**config.mk**
```make
export PLATFORM = sky130hd
export DESIGN_NAME = multicycle_control_flat
export DESIGN_NICKNAME = d
export VERILOG_FILES = /design/src/rtl/multicycle_control_if.sv /design/src/rtl/multicycle_control.sv /design/src/flat_wrapper.sv
export SDC_FILE = /design/constraint.sdc
export NUM_CORES = 1
export LEC_CHECK = 0
export ABC_CLOCK_PERIOD_IN_PS = 2200
export CAP_MARGIN = 15
export CORE_MARGIN = 3
export CORE_UTILIZATION = 31
export DETAILED_ROUTE_END_ITERATION = 8
export MAX_ROUTING_LAYER = met4
export PLACE_DENSITY = 0.74
export REMOVE_ABC_BUFFERS = 1
export SLEW_MARGIN = 15
export SYNTH_ARGS = -nofsm -noshare
export SYNTH_HDL_FRONTEND = slang
export SYNTH_SLANG_ARGS = --single-unit
```
**constraint.sdc**
```tcl
create_clock -name clock -period 2.2 [get_ports clock]
set_input_delay 0.55 -clock clock [delete_from_list [all_inputs] [get_ports clock]]
set_output_delay 0.55 -clock clock [all_outputs]
set_load 0.02 [all_outputs]
```
**src/rtl/multicycle_control_if.sv**
```systemverilog
// Control bundle between the multi-cycle controller and the datapath.
// master: controller (decodes IR, drives strobes); slave: datapath side.
interface multicycle_control_if #(
    parameter int INSTR_W = 32,
    parameter int ALUOP_W = 5
);
    logic [INSTR_W-1:0] instruction;
    logic               mem_ready;
    logic               zero;
    logic               irWrite;
    logic               enablePC;
    logic               branch;
    logic               memRead;
    logic               memWrite;
    logic               memToReg;
    logic [ALUOP_W-1:0] ALUOp;
    logic               ALUSrc;
    logic               regWrite;
    logic               illegal;
    logic               bus_error;
    logic [3:0]         state;

    modport master (
        input  instruction, mem_ready, zero,
        output irWrite, enablePC, branch, memRead, memWrite,
        output memToReg, ALUOp, ALUSrc, regWrite,
        output illegal, bus_error, state
    );

    modport slave (
        output instruction, mem_ready, zero,
        input  irWrite, enablePC, branch, memRead, memWrite,
        input  memToReg, ALUOp, ALUSrc, regWrite,
        input  illegal, bus_error, state
    );
endinterface

```
**src/rtl/multicycle_control.sv**
```systemverilog
// Multi-cycle main control FSM: FETCH/DECODE/EXEC/MEM/WB sequencing with
// mem_ready wait-state stretching and timeout abort. Ports: clock, reset_n, bus.
module multicycle_control #(
    parameter int INSTR_W   = 32,
    parameter int ALUOP_W   = 5,
    parameter int CLASS_LSB = 29,
    parameter int LS_BIT    = 24,
    parameter int FUNCT_LSB = 24,
    parameter int ADD_OP    = 0,
    parameter int SUB_OP    = 1,
    parameter int MAX_WAIT  = 15
) (
    input  logic                  clock,
    input  logic                  reset_n,
    multicycle_control_if.master  bus
);
    localparam int CW = $clog2(MAX_WAIT + 1);
    localparam logic [CW-1:0] CMAX = CW'(MAX_WAIT);

    typedef enum logic [3:0] {
        S_FETCH  = 4'd0,
        S_DECODE = 4'd1,
        S_EXEC   = 4'd2,
        S_WB_ALU = 4'd3,
        S_ADDR   = 4'd4,
        S_MEM_RD = 4'd5,
        S_WB_MEM = 4'd6,
        S_MEM_WR = 4'd7,
        S_BRANCH = 4'd8
    } state_t;

    state_t        cur, nxt;
    logic [CW-1:0] cnt, cnt_nxt;
    logic [2:0]    cls;
    logic          rdy;
    logic          is_wait;
    logic          timeout;

    logic               o_ir, o_pc, o_br, o_mrd, o_mwr, o_m2r;
    logic [ALUOP_W-1:0] o_op;
    logic               o_src, o_rw, o_ill, o_berr;

    // Only class, funct and L/S bits are decoded; the rest of IR is datapath's.
    logic unused_instr;
    assign unused_instr = ^bus.instruction;

    assign cls     = bus.instruction[CLASS_LSB +: 3];
    assign rdy     = bus.mem_ready;
    assign is_wait = (cur == S_FETCH) || (cur == S_MEM_RD) ||
                     (cur == S_MEM_WR);
    // Abort only when the last allowed cycle also lacks mem_ready.
    assign timeout = is_wait && !rdy && (cnt == CMAX);

    always_ff @(posedge clock or negedge reset_n) begin
        if (!reset_n) begin
            cur <= S_FETCH;
            cnt <= '0;
        end else begin
            cur <= nxt;
            cnt <= cnt_nxt;
        end
    end

    always_comb begin
        nxt = cur;
        unique case (cur)
            S_FETCH:  if (rdy) nxt = S_DECODE;
            S_DECODE: begin
                unique case (1'b1)
                    (cls == 3'b100): nxt = S_EXEC;
                    (cls == 3'b001): nxt = S_ADDR;
                    (cls == 3'b010): nxt = S_BRANCH;
                    default:         nxt = S_FETCH;
                endcase
            end
            S_EXEC:   nxt = S_WB_ALU;
            S_WB_ALU: nxt = S_FETCH;
            S_ADDR:   nxt = bus.instruction[LS_BIT] ? S_MEM_WR : S_MEM_RD;
            S_MEM_RD: if (rdy) nxt = S_WB_MEM;
            S_WB_MEM: nxt = S_FETCH;
            S_MEM_WR: if (rdy) nxt = S_FETCH;
            S_BRANCH: nxt = S_FETCH;
            default:  nxt = S_FETCH;
        endcase
        if (timeout) nxt = S_FETCH;
    end

    // A FETCH timeout re-enters FETCH, so clear on timeout as well as exit.
    always_comb begin
        cnt_nxt = '0;
        if (!timeout && nxt == cur && is_wait && !rdy)
            cnt_nxt = (cnt == CMAX) ? cnt : cnt + 1'b1;
    end

    // Held idle combinationally during reset so strobes release at once.
    always_comb begin
        o_ir   = 1'b0;
        o_pc   = 1'b0;
        o_br   = 1'b0;
        o_mrd  = 1'b1;
        o_mwr  = 1'b1;
        o_m2r  = 1'b0;
        o_op   = '0;
        o_src  = 1'b0;
        o_rw   = 1'b0;
        o_ill  = 1'b0;
        o_berr = 1'b0;
        if (reset_n) begin
            unique case (cur)
                S_FETCH: begin
                    o_mrd  = 1'b0;
                    o_ir   = rdy;
                    o_pc   = rdy;
                    o_berr = timeout;
                end
                S_DECODE: begin
                    o_ill = !((cls == 3'b100) || (cls == 3'b001) ||
                              (cls == 3'b010));
                end
                S_EXEC: begin
                    o_op = bus.instruction[FUNCT_LSB +: ALUOP_W];
                end
                S_WB_ALU: begin
                    o_rw = 1'b1;
                end
                S_ADDR: begin
                    o_src = 1'b1;
                    o_op  = ALUOP_W'(ADD_OP);
                end
                S_MEM_RD: begin
                    o_src  = 1'b1;
                    o_op   = ALUOP_W'(ADD_OP);
                    o_mrd  = 1'b0;
                    o_berr = timeout;
                end
                S_WB_MEM: begin
                    o_rw  = 1'b1;
                    o_m2r = 1'b1;
                end
                S_MEM_WR: begin
                    o_src  = 1'b1;
                    o_op   = ALUOP_W'(ADD_OP);
                    o_mwr  = 1'b0;
                    o_berr = timeout;
                end
                S_BRANCH: begin
                    o_op = ALUOP_W'(SUB_OP);
                    o_br = bus.zero;
                    o_pc = bus.zero;
                end
                default: ;
            endcase
        end
    end

    assign bus.irWrite   = o_ir;
    assign bus.enablePC  = o_pc;
    assign bus.branch    = o_br;
    assign bus.memRead   = o_mrd;
    assign bus.memWrite  = o_mwr;
    assign bus.memToReg  = o_m2r;
    assign bus.ALUOp     = o_op;
    assign bus.ALUSrc    = o_src;
    assign bus.regWrite  = o_rw;
    assign bus.illegal   = o_ill;
    assign bus.bus_error = o_berr;
    assign bus.state     = cur;
endmodule
```
**src/flat_wrapper.sv**
```systemverilog
// flat-port wrapper written by rule: the top's interface ports become plain ports
module multicycle_control_flat 
#(
    parameter int INSTR_W   = 32,
    parameter int ALUOP_W   = 5,
    parameter int CLASS_LSB = 29,
    parameter int LS_BIT    = 24,
    parameter int FUNCT_LSB = 24,
    parameter int ADD_OP    = 0,
    parameter int SUB_OP    = 1,
    parameter int MAX_WAIT  = 15
)
  (clock, reset_n, bus_instruction, bus_mem_ready, bus_zero, bus_irWrite, bus_enablePC, bus_branch, bus_memRead, bus_memWrite, bus_memToReg, bus_ALUOp, bus_ALUSrc, bus_regWrite, bus_illegal, bus_bus_error, bus_state);
  multicycle_control_if #(.INSTR_W(INSTR_W), .ALUOP_W(ALUOP_W)) bus_i ();
  input  logic clock;
  input  logic reset_n;
  input wire logic [$bits(bus_i.instruction)-1:0] bus_instruction;
  input wire logic [$bits(bus_i.mem_ready)-1:0] bus_mem_ready;
  input wire logic [$bits(bus_i.zero)-1:0] bus_zero;
  output wire logic [$bits(bus_i.irWrite)-1:0] bus_irWrite;
  output wire logic [$bits(bus_i.enablePC)-1:0] bus_enablePC;
  output wire logic [$bits(bus_i.branch)-1:0] bus_branch;
  output wire logic [$bits(bus_i.memRead)-1:0] bus_memRead;
  output wire logic [$bits(bus_i.memWrite)-1:0] bus_memWrite;
  output wire logic [$bits(bus_i.memToReg)-1:0] bus_memToReg;
  output wire logic [$bits(bus_i.ALUOp)-1:0] bus_ALUOp;
  output wire logic [$bits(bus_i.ALUSrc)-1:0] bus_ALUSrc;
  output wire logic [$bits(bus_i.regWrite)-1:0] bus_regWrite;
  output wire logic [$bits(bus_i.illegal)-1:0] bus_illegal;
  output wire logic [$bits(bus_i.bus_error)-1:0] bus_bus_error;
  output wire logic [$bits(bus_i.state)-1:0] bus_state;
  assign bus_i.instruction = bus_instruction;
  assign bus_i.mem_ready = bus_mem_ready;
  assign bus_i.zero = bus_zero;
  assign bus_irWrite = bus_i.irWrite;
  assign bus_enablePC = bus_i.enablePC;
  assign bus_branch = bus_i.branch;
  assign bus_memRead = bus_i.memRead;
  assign bus_memWrite = bus_i.memWrite;
  assign bus_memToReg = bus_i.memToReg;
  assign bus_ALUOp = bus_i.ALUOp;
  assign bus_ALUSrc = bus_i.ALUSrc;
  assign bus_regWrite = bus_i.regWrite;
  assign bus_illegal = bus_i.illegal;
  assign bus_bus_error = bus_i.bus_error;
  assign bus_state = bus_i.state;
  multicycle_control #(.INSTR_W(INSTR_W), .ALUOP_W(ALUOP_W), .CLASS_LSB(CLASS_LSB), .LS_BIT(LS_BIT), .FUNCT_LSB(FUNCT_LSB), .ADD_OP(ADD_OP), .SUB_OP(SUB_OP), .MAX_WAIT(MAX_WAIT)) u_core (.clock(clock), .reset_n(reset_n), .bus(bus_i));
endmodule
```
# --- Yosys cells after proc, flatten, opt, wreduce, memory -nomap -nowiden ---
# Index checks and enable logic that the tools add are counted.
word_totals:
  inputBits: 36
  word_cells: 65
  ff_bits: 8
classes:
  add_sub_neg: 1
  n_mux: 31
  n_eq_ne: 14
  n_reduce_logical: 17
op_table:
  columns: ["op", "count"]
  rows:
  - ["two-way mux 4 bit", 6]
  - ["one-hot mux 4 bit (6 select lines)", 1]
  - ["two-way mux 1 bit", 19]
  - ["equality test 4 x 3 -> 1 bit, second input constant", 4]
  - ["one-hot mux 4 bit (3 select lines)", 1]
  - ["one-hot mux 5 bit (2 select lines)", 1]
  - ["equality test 4 x 2 -> 1 bit, second input constant", 2]
  - ["equality test 4 bit, second input constant", 2]
  - ["OR reduction 3 bit", 2]
  - ["logical AND 1 bit", 5]
  - ["two-way mux 5 bit", 1]
  - ["adder 4 x 1 -> 4 bit, second input constant", 1]
  - ["equality test 4 x 1 -> 1 bit, second input constant", 1]
  - ["equality test 4 bit", 1]
  - ["zero test 4 bit", 1]
  - ["logical OR 1 bit", 4]
  - ["OR reduction 2 bit", 2]
  - ["equality test 3 x 1 -> 1 bit, second input constant", 1]
  - ["equality test 3 x 2 -> 1 bit, second input constant", 1]
  - ["equality test 3 bit, second input constant", 1]
  - ["zero test 1 bit", 3]
  - ["two-way mux 2 bit", 1]
  - ["inequality test 2 bit, second input constant", 1]
  - ["one-hot mux 1 bit (2 select lines)", 1]

# --- Longest topological paths before layout ---
logic_depth:
  word_depth: 11
  ltp_mapped: 5
  depth_no_buf: 4

# --- Least setup slack after synthesis ---
# OpenSTA, ideal clock, no wires.
synth_timing:
  path_kind: "reg-to-output"
  start: "reg u_core.cur[2], in the netlist u_core.bus.state[2]"
  end: "out bus_illegal"
  stages_incl_launch_ff: 5
  arrival_ns: 1.597
  setup_slack_ns: 0.053
  path_buffers: 1
  t_required_ns: 1.650
  cell_sequence: "dfrtp_1 > clkbuf_1 > nor2_1 > nand2_1 > nor4_1"
synth_between:
  elab_chain_len: 3
synth_rtl:
  columns: ["element", "line", "rtl"]
  rows:
  - ["start, declared", "multicycle_control.sv:32", "state_t cur, nxt;"]
  - ["start signal, assigned", "multicycle_control.sv:59", "cur <= nxt;"]
  - ["equality test 4 x 1 -> 1 bit", "multicycle_control.sv:109", "unique case (cur)"]
  - ["two-way mux 1 bit", "multicycle_control.sv:109", null]
  - ["two-way mux 1 bit", "multicycle_control.sv:108", "if (reset_n) begin"]
  - ["end, declared", "flat_wrapper.sv:29", "output wire logic [$bits(bus_i.illegal)-1:0] bus_illegal;"]
# No other way between the ends.

# --- Worst setup path in the final report ---
layout_timing:
  start: "reg u_core.cur[2], in the netlist u_core.bus.state[2]"
  end: "out bus_ALUOp[2]"
layout_between:
  elab_chain_len: 3
  word_cells_on_any_way: 4
  classes_between: "eq/ne (2); mux (2)"
layout_rtl:
  columns: ["element", "line", "rtl"]
  rows:
  - ["equality test 4 bit or equality test 4 x 2 -> 1 bit (tied branches)", "multicycle_control.sv:109", null]
  - ["one-hot mux 5 bit (2 select lines) *", "multicycle_control.sv:109", null]
  - ["two-way mux 5 bit *", "multicycle_control.sv:108", null]
  - ["end, declared", "flat_wrapper.sv:26", "output wire logic [$bits(bus_i.ALUOp)-1:0] bus_ALUOp;"]
# Mark *: on every way between the ends. The rest lies on a longest branch, timed or not.

==> run_results.csv <==
group,metric,value,unit
floorplan,io_pins,55,
cts,insertion_delay,0.25,ns
run_status,outcome,"completed",
power_and_ir_drop,total_power,1.01,mW
setup_path,crit_fanout,15,
global_route,gr-total-overflow,0,
timing,clock_skew,0.00124,ns
timing,period_share,95.0,%
cells_and_area,final_cell_mix,"19 x buf_4, 10 x clkdlybuf4s50_1, 9 x nor2_1",
placed_design,hpwl,1470,µm
cts,cts_tree,"built",
setup_path,worstSetupEndpointType,"output port",
cells_and_area,drive_gt1_share,34.4,%
job,max_cap_violations,0,
synth,synth_cells,82,
placed_design,gp_congestion,0.751,
synth,synth_top_area_share,30.7,%
cells_and_area,syn2layout_area_growth,77.0,%
setup_path,worstPathRequired,1.65,ns
setup_path,start_kind,"flop",
floorplan,num_rows,15,
synth,yosys.area_share.simple,41.3,%
global_route,grt_use_total,17.4,%
floorplan,initial_utilization,35.1,%
cells_and_area,nets,170,
floorplan,die_h,51.9,µm
timing,setup_slack,0.111,ns
power_and_ir_drop,ir_drop,0.000604,V
timing,finalMaxSlewViolations,0,
synth,synthXorXnorAreaFrac,5.37,%
floorplan,core_area,1860,µm²
cells_and_area,multi_input_area,455,µm²
cells_and_area,fillers,169,
cts,path_clk_slew,0.05,ns
synth,ys.flop_type,"dfrtp_1",
cts,clockBufferDepth,2,
setup_path,reg2reg_from,"u_core.bus.state[1]",
cts,cts_hold_buf,0,
cells_and_area,regArea,200,µm²
timing,relSlewSlack,78.6,%
cts,cts_root_buffer,"clkbuf_4",
synth,synth-compound-area-share,12.3,%
drt,drc,0,
cts,cts_sinks,8,
min_path,hold_path_class,"in2async",
synth,synth_area,652,µm²
placed_design,dp.cells,149,
timing,period_needed,2.09,ns
cells_and_area,fin_util,62.1,%
synth,syn_area_per_cell,7.95,µm²
power_and_ir_drop,p_leak,0.588,nW
drt,drt-pass1-iter-count,2,
setup_path,cp.arrival,1.54,ns
setup_path,critical_path_class,"reg2out",
synth,ys_seq_elements,8,
synth,yosys.area.top_type,"dfrtp_1",
synth,seq_area_frac_synth,30.7,%
cells_and_area,instances_no_fill,156,
drt,ant_nets,0,
global_route,grt_pass1_wl,3390,µm
global_route,grt_pass1_vias,781,
synth,synth_edf_count,0,
drt,drtIter0Drc,7,
timing,fmax,0.479,GHz
placed_design,portBuffers,30,
drt,routed_wl,1940,µm
synth,synth.mux.area_fraction,3.26,%
synth,yosysWarningCount,0,
timing,hold_viol_final,0,
power_and_ir_drop,powerDensity,879,nW/µm²
floorplan,die_w,51.9,µm
drt,detail_route.wl_per_cell,12.4,µm
synth,ys_types,33,
cells_and_area,diodes,0,
timing,holdWs,0.352,ns
timing,setup_viol,0,
synth,synth_top_family_by_area,"simple AND/OR/NAND/NOR gates",
cts,htree_levels,1,
global_route,antenna_found_initial,0,
synth,yosys.area_share.adder,1.92,%
drt,routed_via_density,4.82,
global_route,grt_max_degree,17,
placed_design,post-place-ws,-0.578,ns
synth,async_flop_share,100,%
floorplan,dieArea,2690,µm²
drt,vias,752,
synth,synthTopCellsByArea,"dfrtp_1 31%, nor2_1 5.2%, and2_1 4.8%",
cells_and_area,final_common_cell,"buf_4",
setup_path,crit_start,"u_core.bus.state[2]",
timing,worst_pin_slew,0.320,ns
cts,numCtsBuffers,3,
==> registers in the layout (all words and copies together), names as in the netlist <==
signal	cells
u_core.bus.state	4
u_core.cnt	4
==> cell type report <==
cell class / instances / area share, %
repair buffers: 51 / 37.9
clock buffers: 3 / 1.95
multi-input cells: 67 / 39.5
well taps: 25 / 2.71
flip-flops and latches: 8 / 17.4
inverters: 2 / 0.651
==> what timing repair did <==
| action | 4_1_cts | 5_1_grt |
|---|---|---|
| resized for setup | 62 | 12 |
| endpoints found under the setup margin | 15 | 10 |
| setup buffers | 0 | 4 |
| pin swaps | 0 | 3 |
==> synthesized netlist by cell type, types with 2 or more instances <==
library cell	count
nor2_1	9
dfrtp_1	8
nand2_1	8
and2_1	5
clkbuf_1	4
nand2b_1	4
a211oi_1	3
and3_1	3
nand3_1	3
nor3_1	3
o21ai_0	3
or3_1	3
xor2_1	3
inv_1	2
nor2b_1	2
nor4_1	2
==> stage by stage <==
stage	TNS [ns]	cell area (µm²)
after CTS	0	1090
after global placement	-7.10	1080
after global routing	-0.0261	1150
final	0	1150
after detailed placement	-7.05	1080
after floorplan	0	626
==> worst max-delay path: stages, from the launching register on <==
cell and delay [ns]:
dfrtp_1 0.36, buf_4 0.19, nor4_2 0.29, buf_4 0.16
and2_1 0.12, buf_2 0.16
==> cells by family (layout without fill, tap and decap cells) <==
kind of cell | count (synthesis) | count (layout)
AO/OA/AOI/OAI | 12 | 12
XOR/XNOR | 4 | 4
adder cells (fa/ha/maj) | 1 | 1
buffers and inverters | 7 | 56
flip-flops | 8 | 8
multiplexers | 2 | 2
AND/OR/NAND/NOR | 48 | 48
==> final timing paths <==
path / end / slack (ns) / cells past startpoint
worst min register to register: u_core.cnt[0] / 0.47 / 1
worst max register to register: u_core.bus.state[2] / 0.20 / 5
max in group asynchronous: u_core.cnt[0] / 1.71 / 2
min in group clock: u_core.cnt[0] / 0.47 / 1
worst max-delay path: bus_ALUOp[2] / 0.11 / 5
worst min-delay path: u_core.cnt[1] / 0.35 / 2
==> metal layers <==
layer	GRT usage, %	share of wire, %
met2	28.2	46
met3	3.72	7.2
met1	20.0	45
met4	9.17	1.9
met5	-	0
==> power breakdown <==
group,switching (mW),internal (mW),leakage (nW)
logic,0.357,0.340,0.467
registers,0.0214,0.184,0.108
clock network,0.0492,0.0624,0.0138
total,0.428,0.587,0.588
No activity file was read; power rests on OpenSTA's default activity.
